<file path="src/rtl/reaction_round_ctrl.sv">
// Round sequencer for the reaction timer: LED countdown, random wait, ms reaction count, best time.
// Optional running average of a full game is enabled by defining REACTION_AVERAGE_EN.
module reaction_round_ctrl #(
    parameter int LED_STEP_MS  = 500,
    parameter int MIN_DELAY_MS = 1000,
    parameter int MAX_COUNT    = 9999,
    parameter int ROUNDS_LOG2  = 2
) (
    input  logic                   clk,
    input  logic                   rst_n,
    input  logic                   tick_ms,
    input  logic                   start,
    input  logic                   stop,
    input  logic [13:0]            rand_delay,
    output logic                   en_lfsr,
    output logic [9:0]             ledr,
    output logic [15:0]            count,
    output logic [15:0]            best,
    output logic [ROUNDS_LOG2:0]   round,
    output logic                   false_start,
    output logic                   done,
    output logic [15:0]            avg
);

    // state     | meaning
    // IDLE      | waiting for start between rounds
    // COUNTDOWN | lighting LEDs one per LED_STEP_MS
    // WAIT      | random delay running, LFSR frozen
    // MEASURE   | counting ms until stop or timeout
    // RESULT    | one cycle: update best/round/average
    // FOUL      | stop pressed too early, waiting for start
    // DONE      | game over, results held until start
    typedef enum logic [2:0] {
        S_IDLE      = 3'd0,
        S_COUNTDOWN = 3'd1,
        S_WAIT      = 3'd2,
        S_MEASURE   = 3'd3,
        S_RESULT    = 3'd4,
        S_FOUL      = 3'd5,
        S_DONE      = 3'd6
    } state_t;

    localparam int                RW           = ROUNDS_LOG2 + 1;
    localparam logic [15:0]       STEP_LAST    = 16'(LED_STEP_MS - 1);
    localparam logic [15:0]       MAX_CNT      = 16'(MAX_COUNT);
    localparam logic [13:0]       MIN_DLY      = 14'(MIN_DELAY_MS);
    localparam logic [RW-1:0]     ROUNDS_TOTAL = RW'(1 << ROUNDS_LOG2);

    state_t          r_state;
    logic            r_start_d;
    logic [15:0]     r_step_tmr;
    logic [13:0]     r_delay;
    logic [9:0]      r_ledr;
    logic [15:0]     r_count;
    logic [15:0]     r_best;
    logic [RW-1:0]   r_round;
    logic            r_false_start;
    logic            r_done;
    logic            r_en_lfsr;

    logic            w_start_edge;
    logic            w_go;
    logic            w_new_game;
    logic            w_last_round;
    logic [13:0]     w_delay_clamped;
    logic [15:0]     w_best_next;
    logic [RW-1:0]   w_round_next;

    assign w_start_edge    = start & ~r_start_d;
    // start is only honoured while parked; a press during a running round is ignored
    assign w_go            = w_start_edge &&
                             (r_state == S_IDLE || r_state == S_FOUL || r_state == S_DONE);
    assign w_new_game      = w_go && (r_state == S_DONE);
    assign w_round_next    = r_round + RW'(1);
    assign w_last_round    = (w_round_next == ROUNDS_TOTAL);
    assign w_delay_clamped = (rand_delay < MIN_DLY) ? MIN_DLY : rand_delay;
    assign w_best_next     = (r_count < r_best) ? r_count : r_best;

    always_ff @(posedge clk or negedge rst_n) begin
        if (!rst_n) begin
            r_state       <= S_IDLE;
            r_start_d     <= 1'b0;
            r_step_tmr    <= '0;
            r_delay       <= '0;
            r_ledr        <= '0;
            r_count       <= '0;
            r_best        <= MAX_CNT;
            r_round       <= '0;
            r_false_start <= 1'b0;
            r_done        <= 1'b0;
            r_en_lfsr     <= 1'b1;
        end else begin
            r_start_d <= start;
            if (w_go) begin
                r_state       <= S_COUNTDOWN;
                r_ledr        <= '0;
                r_count       <= '0;
                r_step_tmr    <= '0;
                r_false_start <= 1'b0;
                r_en_lfsr     <= 1'b1;
                if (w_new_game) begin
                    r_done  <= 1'b0;
                    r_round <= '0;
                    r_best  <= MAX_CNT;
                end
            end else begin
                case (r_state)
                    S_COUNTDOWN: begin
                        if (stop) begin
                            r_state       <= S_FOUL;
                            r_false_start <= 1'b1;
                            r_ledr        <= 10'h2AA;
                        end else if (tick_ms) begin
                            if (r_step_tmr == STEP_LAST) begin
                                r_step_tmr <= '0;
                                // one extra step with all LEDs lit before the random wait begins
                                if (r_ledr == 10'h3FF) begin
                                    r_state   <= S_WAIT;
                                    r_delay   <= w_delay_clamped;
                                    r_en_lfsr <= 1'b0;
                                end else begin
                                    r_ledr <= {r_ledr[8:0], 1'b1};
                                end
                            end else begin
                                r_step_tmr <= r_step_tmr + 16'd1;
                            end
                        end
                    end
                    S_WAIT: begin
                        if (stop) begin
                            r_state       <= S_FOUL;
                            r_false_start <= 1'b1;
                            r_ledr        <= 10'h2AA;
                            r_en_lfsr     <= 1'b1;
                        end else if (tick_ms) begin
                            if (r_delay <= 14'd1) begin
                                r_delay   <= '0;
                                r_state   <= S_MEASURE;
                                r_ledr    <= '0;
                                r_count   <= '0;
                                r_en_lfsr <= 1'b1;
                            end else begin
                                r_delay <= r_delay - 14'd1;
                            end
                        end
                    end
                    S_MEASURE: begin
                        if (stop) begin
                            r_state <= S_RESULT;
                        end else if (tick_ms) begin
                            if (r_count >= MAX_CNT - 16'd1) begin
                                r_count <= MAX_CNT;
                                r_state <= S_RESULT;
                            end else begin
                                r_count <= r_count + 16'd1;
                            end
                        end
                    end
                    S_RESULT: begin
                        r_best  <= w_best_next;
                        r_round <= w_round_next;
                        if (w_last_round) begin
                            r_state <= S_DONE;
                            r_done  <= 1'b1;
                        end else begin
                            r_state <= S_IDLE;
                        end
                    end
                    S_IDLE, S_FOUL, S_DONE: begin
                        r_state <= r_state;
                    end
                    default: begin
                        r_state <= S_IDLE;
                    end
                endcase
            end
        end
    end

`ifdef REACTION_AVERAGE_EN
    localparam int ACC_W = 16 + ROUNDS_LOG2;

    logic [ACC_W-1:0] r_acc;
    logic [15:0]      r_avg;
    logic [ACC_W-1:0] w_acc_next;

    assign w_acc_next = r_acc + ACC_W'(r_count);

    always_ff @(posedge clk or negedge rst_n) begin
        if (!rst_n) begin
            r_acc <= '0;
            r_avg <= '0;
        end else if (w_new_game) begin
            r_acc <= '0;
            r_avg <= '0;
        end else if (r_state == S_RESULT) begin
            r_acc <= w_acc_next;
            if (w_last_round) begin
                r_avg <= 16'(w_acc_next >> ROUNDS_LOG2);
            end
        end
    end

    assign avg = r_avg;
`else
    assign avg = '0;
`endif

    assign en_lfsr     = r_en_lfsr;
    assign ledr        = r_ledr;
    assign count       = r_count;
    assign best        = r_best;
    assign round       = r_round;
    assign false_start = r_false_start;
    assign done        = r_done;

endmodule

</file>
<file path="config.mk">
export PLATFORM = sky130hd
export DESIGN_NAME = reaction_round_ctrl
export DESIGN_NICKNAME = d
export VERILOG_FILES = /design/src/rtl/reaction_round_ctrl.sv
export SDC_FILE = /design/constraint.sdc
export NUM_CORES = 1
export LEC_CHECK = 0
export BUFFER_PORTS_ARGS = -buffer_cell sky130_fd_sc_hd__buf_2
export CELL_PAD_IN_SITES_DETAIL_PLACEMENT = 1
export CELL_PAD_IN_SITES_GLOBAL_PLACEMENT = 1
export CORE_MARGIN = 10
export CORE_UTILIZATION = 30
export CTS_BUF_LIST = sky130_fd_sc_hd__clkbuf_4
export DETAILED_ROUTE_END_ITERATION = 16
export HOLD_SLACK_MARGIN = 0.05
export MAX_ROUTING_LAYER = met4
export PLACE_DENSITY = 0.69
export SLEW_MARGIN = 40
export SYNTH_ARGS = -nofsm -noshare
export SYNTH_HDL_FRONTEND = slang
export SYNTH_SLANG_ARGS = --single-unit
</file>
<file path="constraint.sdc">
create_clock -name clk -period 3 [get_ports clk]
set_input_delay 0.15 -clock clk [delete_from_list [all_inputs] [get_ports clk]]
set_output_delay 0.15 -clock clk [all_outputs]
set_load 0.02 [all_outputs]
</file>
## Word level (Yosys, flattened, before mapping)

Index checks and enable logic that the tools add are counted.

- Magnitude comparators: 4
- Eq/ne operators: 35
- Bitwise gates (word level): 3
- $add $sub $neg: 4
- Multiplexer cells: 67
- Reduce and logical (&&, ||, !) cells: 27

Operators by type and width:

| cell | number |
|---|---|
| $mux 16 | 16 |
| $mux 14 | 8 |
| $mux 10 | 8 |
| $mux 3 | 15 |
| $add 16x1->16 const B | 2 |
| $ne 4x4->1 const B | 8 |
| $pmux 16 s2 | 1 |
| $pmux 14 s2 | 1 |
| $ne 3x3->1 const B | 9 |
| $pmux 10 s2 | 1 |
| $eq 16x9->1 const B | 1 |
| $ge 16x14->1 const B | 1 |
| $lt 16x16->1 | 1 |
| $reduce_and 8->1 | 2 |
| $reduce_bool 2->1 | 8 |
| $mux 1 | 15 |
| $pmux 3 s5 | 1 |
| $le 14x1->1 const B | 1 |
| $lt 14x10->1 const B | 1 |
| $ne 2x2->1 const B | 7 |
| $sub 14x1->14 const B | 1 |
| $eq 3x3->1 const B | 4 |
| $reduce_and 6->1 | 2 |
| $eq 10x10->1 const B | 1 |
| other kinds (16) | 25 |

- Word-level logic and storage cells: 151
- Register bits: 82

## Depth between registers and ports, before layout

- Word-level depth: 7
- Gate-level depth with buffers: 10
- Depth with buffers taken out: 8

## Least setup slack after synthesis

No wires, ideal clock.

- Path kind: flip-flop to flip-flop
- Start point: register r_best[13], in the netlist best[13]
- End point: register r_best[0], in the netlist best[0]
- Period minus slack after synthesis: 2.405 ns
- Required time: 2.925 ns
- Cell stages (with the launch flop): 10
- Arrival: 2.330 ns
- Slack: 0.595 ns
- Cell sequence: dfstp_2 > inv_1 > ha_1 > a21o_1 > a21o_1 > a21oi_1 > o221ai_1 > a21oi_1 > clkbuf_1 > a2bb2oi_1

- Word-level cells in the longest chain between the ends: 3

Ends and longest elaborated chain:

| what | RTL line | RTL |
|---|---|---|
| from (decl) | 55 | `logic [15:0] r_best;` |
| from (signal assigned) | 160 | `r_best <= w_best_next;` |
| $lt 16x16->1 | 77 | `assign w_best_next = (r_count < r_best) ? r_count : r_best;` |
| $reduce_bool 2->1 (no line) | - |  |
| $reduce_and 3->1 (no line) | - |  |

Every way passes these cells.
A chain may end at the register's enable or synchronous reset.

## Final worst setup path

- Start point: register r_count[0], in the netlist count[0]
- End point: register r_state[2]

- Word-level cells in the longest chain between the ends: 3

Ends and longest elaborated chain:

| what | RTL line | RTL |
|---|---|---|
| from (decl) | 54 | `logic [15:0] r_count;` |
| from (signal assigned) | 155 | `r_count <= r_count + 16'd1;` |
| $ge 16x14->1 | 151 | `if (r_count >= MAX_CNT - 16'd1) begin` |
| $ne 4x4->1 (no line) | - |  |
| $reduce_and 8->1 (no line) | - |  |
| to (signal assigned) | 170 | `r_state <= r_state;` |
| to (decl) | 49 | `state_t r_state;` |

Every way passes these cells.

==> summary.md <==
| Metric | Value |
|---|---|
| Vias | `4484` |
| Hold path depth | `3` |
| IO Pins | `83` |
| Initial Utilization | `30.61%` |
| Final setup violation count | `0` |
| Post-place setup slack | `464.6 ps` |
| Max frequency | `388.8 MHz` |
| Nets | `682` |
| Period utilisation layout | `85.74%` |
| Fraction of registers with async set/reset | `100.0%` |
| Yosys cell types | `69` |
| Vias per inst | `5.178` |
| Critical path origin | `count[0]` |
| RSZ-0062 raised after global routing | `no` |
| Post-CTS Setup Inserts | `0` |
| Largest net degree at the start of global routing | `60` |
| Die X | `150.3 µm` |
| # port buffers | `66` |
| Commonest non-fill, non-tap cell in the layout | `dfrtp_1` |
| Reg clk slew, reported paths | `150 ps` |
| Sw frac | `44.27%` |
| Peak supply drop | `0.5868 mV` |
| Post-route setup TNS | `0 ps` |
| R2r endpoint | `r_state[2]` |
| Top post-synthesis cells by area | `dfrtp_1 (36%), ha_1 (5.4%), o21ai_0 (4.8%)` |
| Wirelength per Cell | `16.94 µm` |
| Leak | `2.743 nW` |
| Fin worst setup slack | `427.9 ps` |
| Slew of the pin with the lowest slew margin | `733.2 ps` |
| RePlAce Congestion | `0.8238` |
| Post-layout utilization of the core | `35.65%` |
| Largest family of logic cells by synthesized area | `compound AO/OA/AOI/OAI gates` |
| Routed WL | `14670 µm` |
| Total CTS buffers | `9` |
| Number of synthesized flops with an enable pin | `0` |
| Pwr Total | `4.732 mW` |
| Worst r2r src | `count[0]` |
| Synth Area per Inst | `9.163 µm²` |
| Final Hold Fails | `0` |
| Commonest register cell after synthesis | `dfrtp_1` |
| Final HPWL DP | `11050 µm` |
| Synth area leader | `dfrtp_1` |
| Slowest-stage cell, CP | `dfrtp_1` |
| Global Route Usage Sum | `13.62%` |
| Post-synthesis mux area share | `3.364%` |
| Iter 0 DRT Violations | `231` |
| Share of cells above drive strength 1 | `20.43%` |
| R2R depth | `8` |
| Crit Path Class | `flop to flop` |
| Total grt overflow | `0` |
| Clk root buf | `clkbuf_4` |
| Logic pwr share | `46.5%` |
| Core area | `16640 µm²` |
| Vias in the first global route | `4828` |
| Cells after DPL | `839` |
| Yosys warning count | `0` |
| Worst setup SP type | `flop` |
| Outcome | `finished, final reports clean` |
| CP Capture Point | `r_state[2]` |
| CP required | `3360 ps` |
| Pwr per Cell Area | `797.6 nW/µm²` |
| Die footprint | `22600 µm²` |
| Area Overhead vs Synth | `16.45%` |
| Post-Synth Adder-Cell Area | `5.403%` |
| # rows | `47` |
| Worst setup EP type | `flop` |
| Leading cell types in the layout, fill and taps excluded | `dfrtp_1 (73), buf_2 (65), nor2_1 (49), o21ai_0 (49), nand2_1 (40)` |
| Die height | `150.3 µm` |
| Psw | `2.095 mW` |
| Max Slew Vio Count | `0` |
| DR DRC count | `0` |
| Fin Clk Skew | `20.06 ps` |
| Post-Synth XOR/XNOR Area | `2.922%` |
| Sequential share of the synthesized area | `40.50%` |
| Antenna cells | `0` |
| Final Critical Period | `2572 ps` |
| Share of the synthesized area in the top cell type | `35.85%` |
| Num Clock Sinks | `82` |
| Global-route wire length before repair | `24580 µm` |
| Internal power | `2.637 mW` |
| Compound-Gate Fraction of Synth Area | `20.90%` |
| Area of the mapped netlist | `5095 µm²` |
| Clock power share | `14.2%` |
| FF-to-FF setup slack | `430 ps` |
| Initial antenna violation count | `0` |
| Post-Synth Simple-Gate Area | `20.33%` |
| Routed Antenna Nets | `0` |
| Clk buf depth | `2` |
| Crit-path max FO | `8` |
| CTS H-tree lvls | `3` |
| Post-synthesis cell count | `556` |
| Worst slew margin | `50.67%` |
| Register bit total from synthesis | `82` |
| Max stage delay on crit path | `550 ps` |
| CTS tree | `done` |
| DRT Pass-1 Iters | `4` |
| Maxcap violations | `0` |
| Worst min-delay path class | `input port to flop` |
| CP arrival | `2930 ps` |
| Post-route non-filler standard cell count | `866` |
| Sequential Power Share | `39.3%` |
| CP cell instances | `inv_1 -> ha_1 -> o211a_1 -> o211ai_2 -> nand2_2 -> a311oi_1 -> or3_1 -> mux2_1` |
| Clk_lat worst skew | `470 ps` |
critical path, delay by kind of cell (launching register included):
family                   cells  cell delay [ps]
AO/OA/AOI/OAI                3              850
flip-flops                   1              550
AND/OR/NAND/NOR              2              390
multiplexers                 1              330
adder cells (fa/ha/maj)      1              210
buffers and inverters        1              130
cell families after synthesis:
| kind of cell | count (synthesis) |
|---|---|
| DFF | 82 |
| adders and majority gates | 22 |
| buffers and inverters | 66 |
| xor gates and xnor gates | 17 |
| AOI/OAI and AO/OA | 161 |
| other | 1 |
| muxes | 12 |
| and+or+nand+nor | 195 |
per-layer routing:
layer  track usage [%]  vias to the layer above  wire (µm)
li1                  -                     2153          -
met1             16.14                     2230       6777
met2             22.64                       90       7133
met3             3.872                       11        659
met4             2.721                        0        100
met5                 -                        -          0
sequential cells by signal, indices dropped and copies added, names as in the netlist:
name         count
best            16
count           16
done             1
en_lfsr          1
false_start      1
ledr            10
r_delay         14
r_start_d        1
r_state          3
r_step_tmr      16
round            3
power by group through the flow:
stage | registers (mW) | logic (mW) | clock network [mW]
finish | 1.86 | 2.20 | 0.673
global placement | 1.85 | 2.13 | 0
global route | 1.92 | 2.45 | 0.750
CTS | 1.86 | 2.23 | 0.707
floorplan | 1.97 | 1.45 | 0
detailed placement | 1.88 | 2.22 | 0
worst min path at each step:
stage | start | to | slack, ps
after detailed placement | rst_n | best[5] | 300
after floorplan | rst_n | best[11] | -150
after global placement | rst_n | best[4] | 290
final | stop | false_start | 110
after global routing | stop | false_start | 70
after CTS | rand_delay[5] | r_delay[5] | 60
area by class of cell:
class / count / area (µm²)
clock buffer: 10 / 75.07
inverter: 29 / 108.9
sequential: 82 / 2063
fill: 1996 / 10710
multi-input combinational: 423 / 2764
clock inverter: 6 / 57.56
timing repair buffer: 96 / 589.3
tap: 220 / 275.3
cells in the mapped netlist, types with 3 or more instances:
cell and instances:
dfrtp_1 73, nor2_1 49, o21ai_0 49, nand2_1 40
a21oi_1 36, inv_1 29, ha_1 22, nor3_1 22
buf_4 16, nand3_1 16, xnor2_1 13, clkbuf_1 11
and2_1 10, mux2_4 10, dfstp_2 9, nand2b_1 8
o2bb2ai_1 8, and3_1 7, buf_2 7, nor2b_1 7
nor4_1 7, o22a_1 7, a22o_1 6, a21o_1 5
a2bb2oi_1 5, nand4_1 5, and4_1 4, o21a_1 4
o31ai_1 4, xor2_1 4, a211oi_1 3, a31oi_1 3
a41oi_1 3, nor3b_1 3, nor4_4 3, o2111ai_1 3
o41ai_1 3, or3_1 3
stage by stage:
stage / hold slack (ps) / cell area (µm²)
global route: 68.70 / 5933
finish: 107.0 / 5933
CTS: 57.24 / 5929
global placement: 287.8 / 5679
detailed placement: 301.3 / 5687
floorplan: -145.6 / 5151
timing repair:
action / in CTS / in global routing
hold endpoints to repair: 63 / 0
hold buffers: 11 / 0
gates resized for setup: 0 / 0
No activity file was read; power rests on OpenSTA's default activity.
